File: src/rtl/snake_game_ctrl.sv
// snake_game_ctrl
// Top-level game sequencer for the snake game. Owns the game status that
// drives the movement datapath, wall display and apple logic; turns
// collision flags into a timed death flash; times the reward-protection
// window; keeps the per-game score and the win flag.
//
// Ports
//   i_clk               system clock
//   i_rst               synchronous, active-high reset
//   i_start_press       debounced key pulse (any direction key)
//   i_hit_wall          wall collision level from the movement block
//   i_hit_body          body collision level from the movement block
//   i_add_cube          high while the head sits on the apple
//   i_reward_hit        one-cycle pulse when a reward item is eaten
//   i_cube_num[6:0]     current body length
//   o_game_status[1:0]  00 RESTART, 01 START, 10 PLAY, 11 DIE
//   o_die_flash         1 = snake visible, 0 = snake blanked
//   o_reward_protected  1 = datapath ignores collisions
//   o_score[7:0]        apples eaten this game, saturating at 255
//   o_win               game ended because the snake reached MAX_LEN
module snake_game_ctrl #(
    parameter int FLASH_HALF     = 12_500_000,
    parameter int FLASH_TOGGLES  = 8,
    parameter int PROTECT_CYCLES = 250_000_000,
    parameter int RESTART_CYCLES = 2,
    parameter int MAX_LEN        = 16
) (
    input  logic       i_clk,
    input  logic       i_rst,
    input  logic       i_start_press,
    input  logic       i_hit_wall,
    input  logic       i_hit_body,
    input  logic       i_add_cube,
    input  logic       i_reward_hit,
    input  logic [6:0] i_cube_num,
    output logic [1:0] o_game_status,
    output logic       o_die_flash,
    output logic       o_reward_protected,
    output logic [7:0] o_score,
    output logic       o_win
);

    typedef enum logic [1:0] {
        ST_RESTART = 2'b00,
        ST_START   = 2'b01,
        ST_PLAY    = 2'b10,
        ST_DIE     = 2'b11
    } state_t;

    // Each counter only ever holds 0 .. terminal, so $clog2 of the
    // parameter is enough; the max() guards keep a 1-bit minimum.
    localparam int HALF_W = (FLASH_HALF > 1)     ? $clog2(FLASH_HALF)     : 1;
    localparam int TOG_W  = (FLASH_TOGGLES > 1)  ? $clog2(FLASH_TOGGLES)  : 1;
    localparam int PROT_W = (PROTECT_CYCLES > 1) ? $clog2(PROTECT_CYCLES) : 1;
    localparam int RST_W  = (RESTART_CYCLES > 1) ? $clog2(RESTART_CYCLES) : 1;

    localparam logic [HALF_W-1:0] HALF_LAST = HALF_W'(FLASH_HALF - 1);
    localparam logic [TOG_W-1:0]  TOG_LAST  = TOG_W'(FLASH_TOGGLES - 1);
    localparam logic [PROT_W-1:0] PROT_LOAD = PROT_W'(PROTECT_CYCLES - 1);
    localparam logic [RST_W-1:0]  RST_LAST  = RST_W'(RESTART_CYCLES - 1);
    localparam logic [6:0]        WIN_LEN   = 7'(MAX_LEN);

    state_t              r_state,    w_state_nxt;
    logic [HALF_W-1:0]   r_half_cnt, w_half_cnt_nxt;
    logic [TOG_W-1:0]    r_tog_cnt,  w_tog_cnt_nxt;
    logic [PROT_W-1:0]   r_prot_cnt, w_prot_cnt_nxt;
    logic [RST_W-1:0]    r_rst_cnt,  w_rst_cnt_nxt;
    logic                r_flash,    w_flash_nxt;
    logic                r_prot,     w_prot_nxt;
    logic [7:0]          r_score,    w_score_nxt;
    logic                r_win,      w_win_nxt;
    logic                r_add_cube_d;

    logic                w_collision;
    logic                w_add_rise;

    assign w_collision = i_hit_wall | i_hit_body;
    assign w_add_rise  = i_add_cube & ~r_add_cube_d;

    // Next-state and next-value logic for every registered output and counter.
    always_comb begin
        w_state_nxt    = r_state;
        w_half_cnt_nxt = r_half_cnt;
        w_tog_cnt_nxt  = r_tog_cnt;
        w_prot_cnt_nxt = r_prot_cnt;
        w_rst_cnt_nxt  = r_rst_cnt;
        w_flash_nxt    = r_flash;
        w_prot_nxt     = r_prot;
        w_score_nxt    = r_score;
        w_win_nxt      = r_win;

        case (r_state)
            ST_RESTART: begin
                w_flash_nxt = 1'b1;
                if (r_rst_cnt == RST_LAST) begin
                    w_rst_cnt_nxt = {RST_W{1'b0}};
                    w_state_nxt   = ST_START;
                end else begin
                    w_rst_cnt_nxt = r_rst_cnt + 1'b1;
                end
            end

            ST_START: begin
                if (i_start_press) begin
                    w_state_nxt = ST_PLAY;
                    w_score_nxt = 8'd0;
                    w_win_nxt   = 1'b0;
                end else begin
                    w_state_nxt = ST_START;
                end
            end

            ST_PLAY: begin
                if (w_collision || (i_cube_num >= WIN_LEN)) begin
                    // Collision outranks the win; either way the flash
                    // sequence and the protection window start from zero.
                    w_state_nxt    = ST_DIE;
                    w_win_nxt      = ~w_collision;
                    w_prot_nxt     = 1'b0;
                    w_prot_cnt_nxt = {PROT_W{1'b0}};
                    w_half_cnt_nxt = {HALF_W{1'b0}};
                    w_tog_cnt_nxt  = {TOG_W{1'b0}};
                    w_flash_nxt    = 1'b1;
                end else begin
                    if (i_reward_hit) begin
                        // A fresh hit reloads rather than adds: no stacking.
                        w_prot_nxt     = 1'b1;
                        w_prot_cnt_nxt = PROT_LOAD;
                    end else if (r_prot) begin
                        if (r_prot_cnt == {PROT_W{1'b0}}) begin
                            w_prot_nxt = 1'b0;
                        end else begin
                            w_prot_cnt_nxt = r_prot_cnt - 1'b1;
                        end
                    end else begin
                        w_prot_nxt = 1'b0;
                    end
                end

                // A coincident collision suppresses the increment.
                if (!w_collision && w_add_rise && (r_score != 8'hFF)) begin
                    w_score_nxt = r_score + 8'd1;
                end else begin
                    w_score_nxt = w_score_nxt;
                end
            end

            ST_DIE: begin
                if (r_half_cnt == HALF_LAST) begin
                    w_half_cnt_nxt = {HALF_W{1'b0}};
                    if (r_tog_cnt == TOG_LAST) begin
                        // Last toggle: leave visible and restart on this edge.
                        w_tog_cnt_nxt = {TOG_W{1'b0}};
                        w_flash_nxt   = 1'b1;
                        w_state_nxt   = ST_RESTART;
                    end else begin
                        w_tog_cnt_nxt = r_tog_cnt + 1'b1;
                        w_flash_nxt   = ~r_flash;
                    end
                end else begin
                    w_half_cnt_nxt = r_half_cnt + 1'b1;
                end
            end

            default: begin
                w_state_nxt = ST_RESTART;
            end
        endcase
    end

    // State, counter and output registers with synchronous reset.
    always_ff @(posedge i_clk) begin
        if (i_rst) begin
            r_state      <= ST_RESTART;
            r_half_cnt   <= {HALF_W{1'b0}};
            r_tog_cnt    <= {TOG_W{1'b0}};
            r_prot_cnt   <= {PROT_W{1'b0}};
            r_rst_cnt    <= {RST_W{1'b0}};
            r_flash      <= 1'b1;
            r_prot       <= 1'b0;
            r_score      <= 8'd0;
            r_win        <= 1'b0;
            r_add_cube_d <= 1'b0;
        end else begin
            r_state      <= w_state_nxt;
            r_half_cnt   <= w_half_cnt_nxt;
            r_tog_cnt    <= w_tog_cnt_nxt;
            r_prot_cnt   <= w_prot_cnt_nxt;
            r_rst_cnt    <= w_rst_cnt_nxt;
            r_flash      <= w_flash_nxt;
            r_prot       <= w_prot_nxt;
            r_score      <= w_score_nxt;
            r_win        <= w_win_nxt;
            r_add_cube_d <= i_add_cube;
        end
    end

    assign o_game_status      = r_state;
    assign o_die_flash        = r_flash;
    assign o_reward_protected = r_prot;
    assign o_score            = r_score;
    assign o_win              = r_win;

endmodule

File: config.mk
export PLATFORM = sky130hd
export DESIGN_NAME = snake_game_ctrl
export DESIGN_NICKNAME = d
export VERILOG_FILES = /design/src/rtl/snake_game_ctrl.sv
export SDC_FILE = /design/constraint.sdc
export NUM_CORES = 1
export LEC_CHECK = 0
export CAP_MARGIN = 20
export CORE_MARGIN = 5
export CORE_UTILIZATION = 35
export CTS_BUF_LIST = sky130_fd_sc_hd__clkbuf_16
export DETAILED_ROUTE_END_ITERATION = 16
export HOLD_SLACK_MARGIN = 0.02
export PLACE_DENSITY = 0.55
export REMOVE_ABC_BUFFERS = 1
export SLEW_MARGIN = 15
export SYNTH_ARGS = -nofsm -noshare
export SYNTH_HDL_FRONTEND = slang
export SYNTH_SLANG_ARGS = --single-unit
File: constraint.sdc
create_clock -name i_clk -period 2.3 [get_ports i_clk]
set_input_delay 0.46 -clock i_clk [delete_from_list [all_inputs] [get_ports i_clk]]
set_output_delay 0.46 -clock i_clk [all_outputs]
set_load 0.02 [all_outputs]
# Word level (Yosys, flattened, before mapping)
# Index checks and enable logic that the tools add are counted.
# word_totals
mem_count,0
rom_bits,0
wordCells,83
input_bits,14
ramBits,0
reg_bits,70
latch_bits,0
# classes
magnitude_cmp,1
n_reduce_logical,17
muxes,32
n_shift,0
bitwise_logic,5
n_eq_ne,13
n_mul,0
div,0
add_sub_neg,5
# op_table
operator,count
28-bit two-way mux,4
24-bit two-way mux,2
24-bit one-hot mux with 2 select lines,1
28-bit zero test,1
28-bit by 1-bit subtractor with 28-bit output (second input constant),1
24-bit by 1-bit adder with 24-bit output (second input constant),1
24-bit == test (second input constant),1
8-bit two-way mux,2
8-bit one-hot mux with 2 select lines,1
3-bit AND reduction,5
2-bit != test (second input constant),6
1-bit two-way mux,10
2-bit two-way mux,5
3-bit two-way mux,3
8-bit by 1-bit adder with 8-bit output (second input constant),1
8-bit != test (second input constant),1
2-bit one-hot mux with 4 select lines,1
7-bit by 5-bit greater-or-equal comparator with 1-bit output (second input constant),1
3-bit one-hot mux with 2 select lines,1
3-bit nonzero test,2
2-bit == test (second input constant),2
4-bit AND reduction,1
2-bit nonzero test,2
3-bit by 1-bit adder with 3-bit output (second input constant),1
other kinds (14),17

# Longest topological paths before layout
# depth
ltp_word,6
mapped_depth,9

# Least setup slack after synthesis
# OpenSTA, ideal clock, no wires.
# synth_timing
kind,input to register
startpoint,input port i_hit_body
endpoint,register r_prot_cnt[16]
setup_slack_ns,0.057
t_arrival_ns,2.170
stages,8
cell_sequence,or4_4 or2_1 buf_2 nor4b_4 or2_1 buf_4 buf_6 o2bb2ai_1
# synth_between
elab_chain_cells,4
elab_cells_between_ends,6
# synth_rtl
item,line,source
"start, declared",32,"input logic i_hit_body,"
1-bit bitwise OR (*),77,assign w_collision = i_hit_wall | i_hit_body;
1-bit logical OR (*),114,if (w_collision || (i_cube_num >= WIN_LEN)) begin
3-bit != test (no line) or 3-bit nonzero test (tied branches),n/a,
3-bit AND reduction (no line),n/a,
"end signal, assigned",177,r_prot_cnt <= {PROT_W{1'b0}};
"end signal, assigned",188,r_prot_cnt <= w_prot_cnt_nxt;
"end, declared",66,"logic [PROT_W-1:0] r_prot_cnt, w_prot_cnt_nxt;"
# Every way passes the cells marked *; elsewhere a longest branch is shown, timed or not.
# A chain may end at the register's enable or synchronous reset.

# Worst setup path after layout
# layout_timing
startpoint,input port i_hit_body
endpoint,"register r_flash, in the netlist o_die_flash"
# layout_between
elab_chain_cells,4
# layout_rtl
item,line,source
1-bit bitwise OR,77,
1-bit logical OR,114,
2-bit != test (no line),n/a,
3-bit AND reduction (no line),n/a,
"end signal, assigned",190,r_flash <= w_flash_nxt;
"end, declared",68,"logic r_flash, w_flash_nxt;"
# No other way between the ends.

==> summary.md <==
| Metric | Value |
|---|---|
| Number of synthesis warnings | `0` |
| Syn_area_per_cell | `8.38 sq um` |
| CTS root buffer | `clkbuf_16` |
| Post-synth cell types | `62` |
| TritonRoute pass-1 iters | `4` |
| Nets | `559` |
| Max Cap Viol | `0` |
| Core area | `10800 sq um` |
| Outcome | `finished clean` |
| Worst setup EP type | `register` |
| Most common cell after layout, fill and taps aside | `dfxtp_1` |
| CP Max Fanout | `9` |
| Pre-CTS WS | `-439 ps` |
| Worst hold margin | `470 ps` |
| Final Cell Area | `5070 sq um` |
| Global Route Usage Sum | `0.159` |
| Grt ovf | `0` |
| CTS tree | `built` |
| Clock Latency Late Sink | `340 ps` |
| Top-area cell type share of the netlist area | `0.361` |
| Leakage Power | `2.17 nW` |
| Synth Register Bits | `70` |
| Cell Area, Synth | `3880 sq um` |
| Final HPWL DP | `7080 microns` |
| EDFF count, synth | `0` |
| Worst path arrival time | `2470 ps` |
| Die area | `13300 sq um` |
| Clock Skew | `7.25 ps` |
| Peak supply drop | `0.330 mV` |
| TritonCTS Buffers | `9` |
| Area leader, netlist | `dfxtp_1` |
| Max-slew headroom at the worst pin | `0.553` |
| # hold bufs at CTS | `0` |
| FF/Latch Area | `1400 sq um` |
| Ports | `27` |
| Minimum clock period | `2240 ps` |
| Layout area overhead | `30.7%` |
| Diodes inserted | `0` |
| Final Setup Violations | `0` |
| Pwr dens | `587 nW/um^2` |
| Fin util | `0.468` |
| CTS H-tree lvls | `3` |
| Slew @ Worst Pin | `671 ps` |
| Synth area leaders | `dfxtp_1 36%, nor2_1 4.1%, xnor2_1 3.8%, a21oi_1 3.5%, a21o_1 3.1%` |
| Period utilization | `0.973` |
| First-pass GRT wire length | `17100 microns` |
| Post-synthesis cell count | `463` |
| # fillers | `1084` |
| Via count | `3765` |
| Final worst slack | `61.2 ps` |
| Routed len/inst | `14.5 microns` |
| Fin. max-slew vios | `0` |
| Final Hold Vio Count | `0` |
| Worst-path clk slew | `60 ps` |
| Crit start category | `primary input` |
| Number of global-route vias before repair | `3646` |
| Share of cells above drive strength 1 | `0.195` |
| Req. time, crit path | `2530 ps` |
| Fmax | `0.447 GHz` |
| Detail Route Antenna Nets | `0` |
| Largest net degree at the start of global routing | `22` |
| Main synth FF type | `dfxtp_1` |
| Vias/cell | `5.50` |
| Chip height | `115 microns` |
| # clock sinks | `70` |
| Detailed Route WL | `9950 microns` |
| Worst hold-check path type | `register to register` |
| PortBufs | `22` |
| RSZ-0062 raised after global routing | `yes` |
| 1st-iter DRT viols | `257` |
| Most frequent cells in the layout | `70 x dfxtp_1, 65 x buf_4, 42 x nor2_1` |
| DR DRC count | `0` |
| Final setup TNS | `0 ps` |
| Crit Path Category | `primary input to register` |
| Multi-input logic area | `2370 sq um` |
| Initial antenna violation count | `0` |
| Longest Clk Path Bufs | `2` |
| Sequential element share of the synthesized area | `0.361` |
| Die span in x | `115 microns` |
| Synth async-reset ratio | `0` |
| Placed Area | `4710 sq um` |
| Initial core utilization | `0.358` |
| # rows | `38` |
| Gp weighted congestion | `0.797` |
-- per-layer routing --
| layer | GRT usage | vias to the layer above | wire [microns] |
|---|---|---|---|
| met5 | 0 | - | 0 |
| met4 | 0.0767 | 0 | 231 |
| met3 | 0.0326 | 17 | 442 |
| met2 | 0.253 | 76 | 4530 |
| met1 | 0.207 | 1758 | 4740 |
| li1 | - | 1914 | - |
-- cells by family after synthesis --
| kind of cell | after synthesis | synth area share |
|---|---|---|
| flops | 70 | 0.361 |
| fa+ha+maj | 6 | 0.0193 |
| compound gates | 124 | 0.220 |
| buf+inv | 38 | 0.0432 |
| mux | 1 | 0.00258 |
| simple gates | 203 | 0.307 |
| xor+xnor | 21 | 0.0474 |
-- power by group --
part	total [mW]	switching [mW]	internal, mW	leakage [nW]
logic	0.361	0.196	0.165	1.46
clock network	1.37	0.538	0.833	0.148
registers	1.24	0.0140	1.23	0.565
-- state kept, by name (all words and copies together) (netlist names), named ones only --
name,count
o_die_flash,1
o_game_status,1
o_reward_protected,1
o_score,8
o_win,1
r_add_cube_d,1
r_half_cnt,24
r_prot_cnt,28
r_rst_cnt,1
r_tog_cnt,3
-- repair_timing --
action | in CTS | in global routing
setup endpoints to repair | 17 | 22
resized for setup | 5 | 8
pin swaps | 0 | 6
setup buffers | 1 | 0
-- cell usage after synthesis (15+ instances only) --
master	n
xnor2_1	17
a21oi_1	27
nor2_1	42
a31oi_1	17
nand3_1	16
nand2_1	32
o21ai_0	16
clkbuf_1	16
a21o_1	16
dfxtp_1	70
nor4_1	15
-- per-stage QoR --
| stage | cells | total power [mW] |
|---|---|---|
| final | 684 | 2.98 |
| after global routing | 684 | 3.11 |
| after CTS | 684 | 3.01 |
| after detailed placement | 667 | 1.62 |
| after global placement | 667 | 1.61 |
| after floorplan | 437 | 1.44 |
-- final cells by class --
cell class	instances	share of cell area
Inverter	12	0.00888
Clock inverter	7	0.0133
Multi-Input combinational cell	355	0.468
Tap cell	140	0.0345
Timing Repair Buffer	91	0.154
Sequential cell	70	0.276
Clock buffer	9	0.0444
-- worst max-delay path: stages --
cell,delay (ps)
clkdlybuf4s50_1,450
or4_4,560
or2_4,280
buf_4,150
a32oi_2,160
buf_6,150
o211ai_1,90
a21o_1,160
-- path summary, 6_finish.rpt --
kind	start	to	slack [ps]	cells past startpoint
setup / recovery	i_hit_body	o_die_flash	60	8
hold / removal	r_tog_cnt[1]	r_tog_cnt[1]	470	2
setup reg to reg	r_prot_cnt[14]	r_prot_cnt[21]	110	6
hold reg to reg	r_tog_cnt[1]	r_tog_cnt[1]	470	2
No activity file was read; power rests on OpenSTA's default activity.
